===== src/rtl/traffic_phase_arbiter.sv =====
// Phase scheduler for a four-approach intersection. One approach at a time
// holds the green resource. Requesters are served round-robin, idle
// approaches are skipped, and emergency requests pre-empt the running phase.
// All durations are counted in ticks of the shared divider enable.
//
// state  | meaning
// ALLRED | clearance, all lamps red; picks the next winner
// GREEN  | approach cur is green
// YELLOW | approach cur is yellow; runs to completion
module traffic_phase_arbiter #(
  parameter int unsigned GREEN_MIN = 5,
  parameter int unsigned GREEN_MAX = 20,
  parameter int unsigned YELLOW_T  = 3,
  parameter int unsigned ALLRED_T  = 1,
  parameter int unsigned TW        = 6
) (
  input  logic       clk,
  input  logic       rst,
  input  logic       tick,
  input  logic [3:0] req,
  input  logic [3:0] emg_req,
  output logic [2:0] D1,
  output logic [2:0] D2,
  output logic [2:0] D3,
  output logic [2:0] D4,
  output logic [3:0] grant,
  output logic       phase_start
);

  typedef enum logic [1:0] {
    ST_ALLRED = 2'd0,
    ST_GREEN  = 2'd1,
    ST_YELLOW = 2'd2
  } state_t;

  localparam logic [TW-1:0] L_GMIN = TW'(GREEN_MIN);
  localparam logic [TW-1:0] L_GMAX = TW'(GREEN_MAX);
  localparam logic [TW-1:0] L_YT   = TW'(YELLOW_T);
  localparam logic [TW-1:0] L_ART  = TW'(ALLRED_T);
  localparam logic [TW-1:0] L_ONE  = TW'(1);

  state_t          state, state_nxt;
  logic [TW-1:0]   timer, timer_nxt, elapsed;
  logic [1:0]      last, last_nxt, cur, cur_nxt;
  logic [1:0]      emg_idx, rr_idx, cand;
  logic [3:0]      cur_hot, grant_nxt;
  logic            other_emg, other_req, go_yellow, ps_nxt;
  logic [3:0][2:0] lamp_nxt;

  assign elapsed   = timer + L_ONE;
  assign cur_hot   = 4'b0001 << cur;
  assign other_emg = |(emg_req & ~cur_hot);
  assign other_req = |(req & ~cur_hot);

  // GREEN_MAX rule is kept explicit even though GREEN_MIN normally covers it
  assign go_yellow = other_emg
                  || (!emg_req[cur] && (elapsed >= L_GMIN) && (!req[cur] || other_req))
                  || (!emg_req[cur] && (elapsed >= L_GMAX) && other_req);

  // Winner candidates: lowest emergency bit, and first requester after last
  always_comb begin
    emg_idx = 2'd0;
    rr_idx  = 2'd0;
    cand    = 2'd0;
    for (int i = 3; i >= 0; i--) begin
      if (emg_req[i]) emg_idx = 2'(i);
    end
    // descending offsets so the nearest requester after last is kept
    for (int i = 4; i >= 1; i--) begin
      cand = last + 2'(i);
      if (req[cand]) rr_idx = cand;
    end
  end

  // Next-state and timer logic; everything advances only on tick
  always_comb begin
    state_nxt = state;
    timer_nxt = timer;
    last_nxt  = last;
    cur_nxt   = cur;
    case (state)
      ST_ALLRED: begin
        if (tick) begin
          if (elapsed >= L_ART) begin
            if (|emg_req) begin
              state_nxt = ST_GREEN;
              cur_nxt   = emg_idx;
              timer_nxt = '0;
            end else if (|req) begin
              state_nxt = ST_GREEN;
              cur_nxt   = rr_idx;
              timer_nxt = '0;
            end else begin
              // hold one short of the limit so every idle tick re-evaluates
              timer_nxt = L_ART - L_ONE;
            end
          end else begin
            timer_nxt = elapsed;
          end
        end
      end
      ST_GREEN: begin
        if (tick) begin
          if (go_yellow) begin
            state_nxt = ST_YELLOW;
            timer_nxt = '0;
          end else begin
            // saturate so an indefinite green never wraps the timer
            timer_nxt = (timer >= L_GMAX) ? L_GMAX : elapsed;
          end
        end
      end
      ST_YELLOW: begin
        if (tick) begin
          if (elapsed >= L_YT) begin
            state_nxt = ST_ALLRED;
            last_nxt  = cur;
            timer_nxt = '0;
          end else begin
            timer_nxt = elapsed;
          end
        end
      end
      default: begin
        state_nxt = ST_ALLRED;
        timer_nxt = '0;
      end
    endcase
  end

  // Output values for the upcoming state, registered alongside it
  always_comb begin
    grant_nxt = 4'b0000;
    lamp_nxt  = {4{3'b100}};
    ps_nxt    = (state != ST_GREEN) && (state_nxt == ST_GREEN);
    if (state_nxt == ST_GREEN) begin
      grant_nxt         = 4'b0001 << cur_nxt;
      lamp_nxt[cur_nxt] = 3'b001;
    end else if (state_nxt == ST_YELLOW) begin
      grant_nxt         = 4'b0001 << cur_nxt;
      lamp_nxt[cur_nxt] = 3'b010;
    end
  end

  // State, timer and registered outputs
  always_ff @(posedge clk or negedge rst) begin
    if (!rst) begin
      state       <= ST_ALLRED;
      timer       <= '0;
      last        <= 2'd3;
      cur         <= 2'd0;
      grant       <= 4'b0000;
      phase_start <= 1'b0;
      D1          <= 3'b100;
      D2          <= 3'b100;
      D3          <= 3'b100;
      D4          <= 3'b100;
    end else begin
      state       <= state_nxt;
      timer       <= timer_nxt;
      last        <= last_nxt;
      cur         <= cur_nxt;
      grant       <= grant_nxt;
      phase_start <= ps_nxt;
      D1          <= lamp_nxt[0];
      D2          <= lamp_nxt[1];
      D3          <= lamp_nxt[2];
      D4          <= lamp_nxt[3];
    end
  end

endmodule


===== config.mk =====
export PLATFORM = sky130hd
export DESIGN_NAME = traffic_phase_arbiter
export DESIGN_NICKNAME = d
export VERILOG_FILES = /design/src/rtl/traffic_phase_arbiter.sv
export SDC_FILE = /design/constraint.sdc
export NUM_CORES = 1
export LEC_CHECK = 0
export CAP_MARGIN = 0
export CORE_UTILIZATION = 47
export CTS_BUF_LIST = sky130_fd_sc_hd__clkbuf_4 sky130_fd_sc_hd__clkbuf_8 sky130_fd_sc_hd__clkbuf_16
export CTS_CLUSTER_SIZE = 14
export DETAILED_ROUTE_END_ITERATION = 6
export PLACE_DENSITY = 0.72
export SLEW_MARGIN = 25
export SYNTH_ARGS = -nofsm -noshare
export SYNTH_HDL_FRONTEND = slang
export SYNTH_SLANG_ARGS = --single-unit

===== constraint.sdc =====
create_clock -name clk -period 2.25 [get_ports clk]
set_clock_uncertainty 0.05 [all_clocks]
set_input_delay 0.3375 -clock clk [delete_from_list [all_inputs] [get_ports clk]]
set_output_delay 0.3375 -clock clk [all_outputs]
set_load 0.1 [all_outputs]

# --- Word-level counts from Yosys, hierarchy flattened ---
# Cells that the tools add are included.
totals:
  ramBits: 0
  out_inout_bits: 17
  reg_bits: 29
  n_memories: 0
  word_cells: 106
  latch_bits: 0
  rom_bits: 0
classes:
  mul: 0
  muxes: 48
  n_shift: 2
  n_lt_le_gt_ge: 12
  n_eq_ne: 8
  div: 0
  reduce_logical: 18
  addsub: 4
  n_bitwise: 4
ops:
  columns: ["cell", "n"]
  rows:
  - ["two-way mux 2 bit", 21]
  - ["two-way mux 6 bit", 7]
  - ["two-way mux 12 bit", 2]
  - ["< comparator 2 x 3 -> 1 bit, second input constant", 6]
  - ["one-hot mux 6 bit (3 select lines)", 1]
  - ["OR reduction 4 bit", 4]
  - ["binary-select mux 1 bit (select 2 bit)", 6]
  - [">= comparator 6 x 5 -> 1 bit, second input constant", 2]
  - ["bitwise AND 4 bit", 2]
  - ["two-way mux 4 bit", 2]
  - ["inverter 4 bit", 2]
  - ["<< shifter 1 x 2 -> 4 bit, first input constant", 2]
  - ["adder 6 x 1 -> 6 bit, second input constant", 1]
  - ["demux 3 bit (select 2 bit)", 1]
  - [">= comparator 6 x 1 -> 1 bit, second input constant", 1]
  - [">= comparator 6 x 2 -> 1 bit, second input constant", 1]
  - [">= comparator 6 x 3 -> 1 bit, second input constant", 1]
  - ["logical AND 1 bit", 6]
  - ["two-way mux 1 bit", 6]
  - ["inequality test 2 bit, second input constant", 3]
  - ["one-hot mux 2 bit (3 select lines)", 1]
  - ["AND reduction 3 bit", 2]
  - ["adder 2 bit, second input constant", 2]
  - ["== test 2 x 1 -> 1 bit, second input constant", 2]
  - ["8 further kinds", 12]

# --- Longest topological paths before layout ---
depth:
  ltp_word: 18
  depth_mapped: 9
  mapped_depth_nobuf: 9

# --- Worst setup path before layout ---
# OpenSTA, ideal clock, no wires.
synth_timing:
  kind: "flip-flop to flip-flop"
  from: "reg timer[0]"
  to: "reg timer[0]"
  arrival_time_ns: 2.148
  stages_incl_launch_ff: 9
  synth_period_minus_slack_ns: 2.280
  path_slack_ns: -0.030
  setup_time_ns: 0.082
  required_ns: 2.118
  cell_sequence: "dfrtp_1 inv_1 ha_1 nand2b_2 or4_1 a21oi_1 o32ai_2 or3_1 a31oi_1"
synth_via:
  elab_chain_cells: 9
synth_lines:
  columns: ["item", "line", "source"]
  rows:
  - ["start, declared", "43", "logic [TW-1:0] timer, timer_nxt, elapsed;"]
  - ["start signal, assigned", "160", "timer <= timer_nxt;"]
  - ["adder 6 x 1 -> 6 bit", "50", "assign elapsed = timer + L_ONE;"]
  - [">= comparator 6 x 3 -> 1 bit", "57", "|| (!emg_req[cur] && (elapsed >= L_GMIN) && (!req[cur] || other_req))"]
  - ["logical AND 1 bit (2 in a row)", "57", null]
  - ["logical OR 1 bit", "57", null]
  - ["logical OR 1 bit", "58", "|| (!emg_req[cur] && (elapsed >= L_GMAX) && other_req);"]
  - ["two-way mux 6 bit", "104", "if (go_yellow) begin"]
  - ["two-way mux 6 bit", "103", "if (tick) begin"]
  - ["one-hot mux 6 bit (3 select lines) *", "81", "case (state)"]
# Every way passes the cells marked *; elsewhere a longest branch is shown, timed or not. The select of a mux whose other input is x is not followed.
# A chain may end at the register's enable or synchronous reset.

==> qor.txt <==
Headroom to the max-slew limit = 0.679
RSZ-0062 raised after global routing = yes
RePlAce Congestion = 0.895
DR DRC count = 0
Fin worst setup slack = -36.7 ps
Overall die area = 3720 sq um
Post-synth top flop = dfrtp_1
Clock Power Share = 0.134
Fillcell total = 223
Worst EP required = 2440 ps
Footprint of the multi-input gates = 1030 sq um
Max Cap Viol = 0
Most frequent cells after synthesis = dfrtp_1, inv_1, nor3_1
Asr flop ratio synth = 1.00
Slowest stage cell, crit path = dfrtp_2
Dpl cell area = 2130 sq um
Total track usage = 0.243
Total Wirelength = 4540 um
Hold slack = 348 ps
Logic pwr share = 0.610
Final Slew Violations = 0
Pwr/cell area = 1320 nW/um^2
Largest net degree at the start of global routing = 30
Synthesized area per cell = 9.68 sq um
Finished Layout Cells = 285
DR vias = 1547
Pre-antenna DRT Iters = 4
Chip width = 61.0 um
Top-count cell post-synth = dfrtp_1
NetSw = 1.67 mW
Mapped Area = 1640 sq um
CP cell instances = ha_4 > or2_1 > o21ai_2 > a21oi_4 > or3_4 > a211o_1 > a21boi_4 > nor3_4
Starting Density = 0.490
WP data arrival = 2470 ps
Hold Path Class = in2async
CP Capture Type = flop
Seq pwr share = 0.256
Vias/cell = 5.43
Synthesized flop and latch total = 29
Cts hold-fix bufs = 0
Max Buffers Root-to-Sink = 2
Die Height = 61.0 um
CTS H-tree lvls = 2
Peak Freq = 437 MHz
Crit-path max FO = 5
Initial antenna violation count = 0
GRT overflow = 0
Worst-path clk slew = 90 ps
Actual slew at the worst max-slew pin = 476 ps
Tmin final = 2290 ps
Max VDD drop = 0.000976 V
Area leader, netlist = dfrtp_1
P_int = 1.66 mW
Final setup fails = 5
Outcome = complete, but fails checks
Sw Share = 0.502
Ranking of synthesized cells by area = dfrtp_1, dfstp_2, nor3_1, inv_1, a21oi_1
Startpoint Class = flop
CTS Root Cell = clkbuf_4
Period utilisation layout = 1.02
Overall Power = 3.33 mW
Fin Setup TNS = -83.1 ps
Worst slack, placed = -322 ps
Syn. warnings = 0
P&R area growth vs syn = 54.3%
Clock buffer count from CTS = 5
CTS tree = built
Worst-skew pair later-pin latency = 310 ps
Layout Nets = 252
DP Cell Count = 268
Initial DRC count = 72
Post-synth cell types = 53
Leak = 1.15 nW
Sequential area share after synthesis = 0.448
Hold Violations, Final = 0
Worst path bufs/invs = 0
Post-route cell area = 2520 sq um
Yosys top cell area share = 0.352
Diode count = 0
FP Rows = 21
Post-DP HPWL = 2920 um
Ports = 28
Layout cells sized above 1 = 0.485
Post-synth EDFFs = 0
Register area = 737 sq um
Crit path largest cell delay = 450 ps
First-pass GRT wire length = 6440 um
Delay-heaviest family, CP = simple AND/OR/NAND/NOR gates
Violated checks = setup timing
Syn nets = 183
Core area = 3340 sq um
Final Util = 0.756
I/O Buffers = 27
Wire length per cell = 15.9 um
Crit Path Category = reg2reg
Final ANT Viol Nets = 0
Vias in the first global route = 1448
CTS Sinks = 29
Cells after synthesis = 169
path summary, 6_finish.rpt:
path                          start       end  slack, ps  depth (start not counted)
setup / recovery           timer[1]     D3[1]        -40                          8
hold / removal                  rst    cur[0]        350                          2
setup reg to reg           timer[1]     D3[1]        -40                          8
hold reg to reg            timer[2]  timer[2]        590                          1
max in group asynchronous       rst   last[0]       1490                          2
min in group clk           timer[2]  timer[2]        590                          1
sequential cells by signal (all words and copies together) (netlist names), 2 cells and up:
register  cells
timer         6
last          2
D4            3
D2            3
D3            3
grant         4
cur           2
D1            3
state         2
cell type report:
cell class	instances	area share
Timing Repair Buffer	66	0.214
Sequential cell	29	0.292
Inverter	16	0.0258
Tap cell	46	0.0228
Multi-Input combinational cell	120	0.410
Clock inverter	1	0.0119
Clock buffer	7	0.0233
cells in the final DEF, fill, tap and decap left out, types with 5 or more instances in the layout:
cell             synthesis  routed
buf_4                    0      52
dfrtp_1                 23      20
nand2_1                 12      12
inv_1                   14      12
nor3_2                   0      11
a21oi_1                  9       8
clkdlybuf4s50_1          0       8
nand2b_1                 7       7
nor2_1                   8       7
dfstp_2                  6       6
clkbuf_4                 0       6
nand3_1                  7       5
kinds of logic (layout without fill, tap and decap cells):
logic type,after synthesis,after routing,synth area share
DFF,29,29,0.448
AOI/OAI and AO/OA,35,35,0.182
adders and majority gates,3,3,0.0230
and+or+nand+nor,75,75,0.250
muxes,5,5,0.0321
xor gates and xnor gates,2,2,0.0153
buffers and inverters,20,90,0.0490
what timing repair did:
item / CTS / global route
endpoints found under the setup margin: 24 / 24
resized for setup: 18 / 32
pin swaps: 12 / 9
setup buffers: 5 / 7
power groups by stage:
stage,registers (mW),clock network (mW),logic (mW)
detailed placement,0.837,0,1.69
global route,0.877,0.479,2.13
global placement,0.829,0,1.66
finish,0.852,0.448,2.03
CTS,0.843,0.456,1.79
floorplan,1.44,0,0.601
metal layers:
metal	global-route usage	vias to the layer above	wire [um]
li1	-	739	-
met1	0.282	762	1840
met2	0.454	40	2470
met3	0.0512	6	168
met4	0.0617	0	63
met5	0	-	0
(Power assumes the default switching activity.)
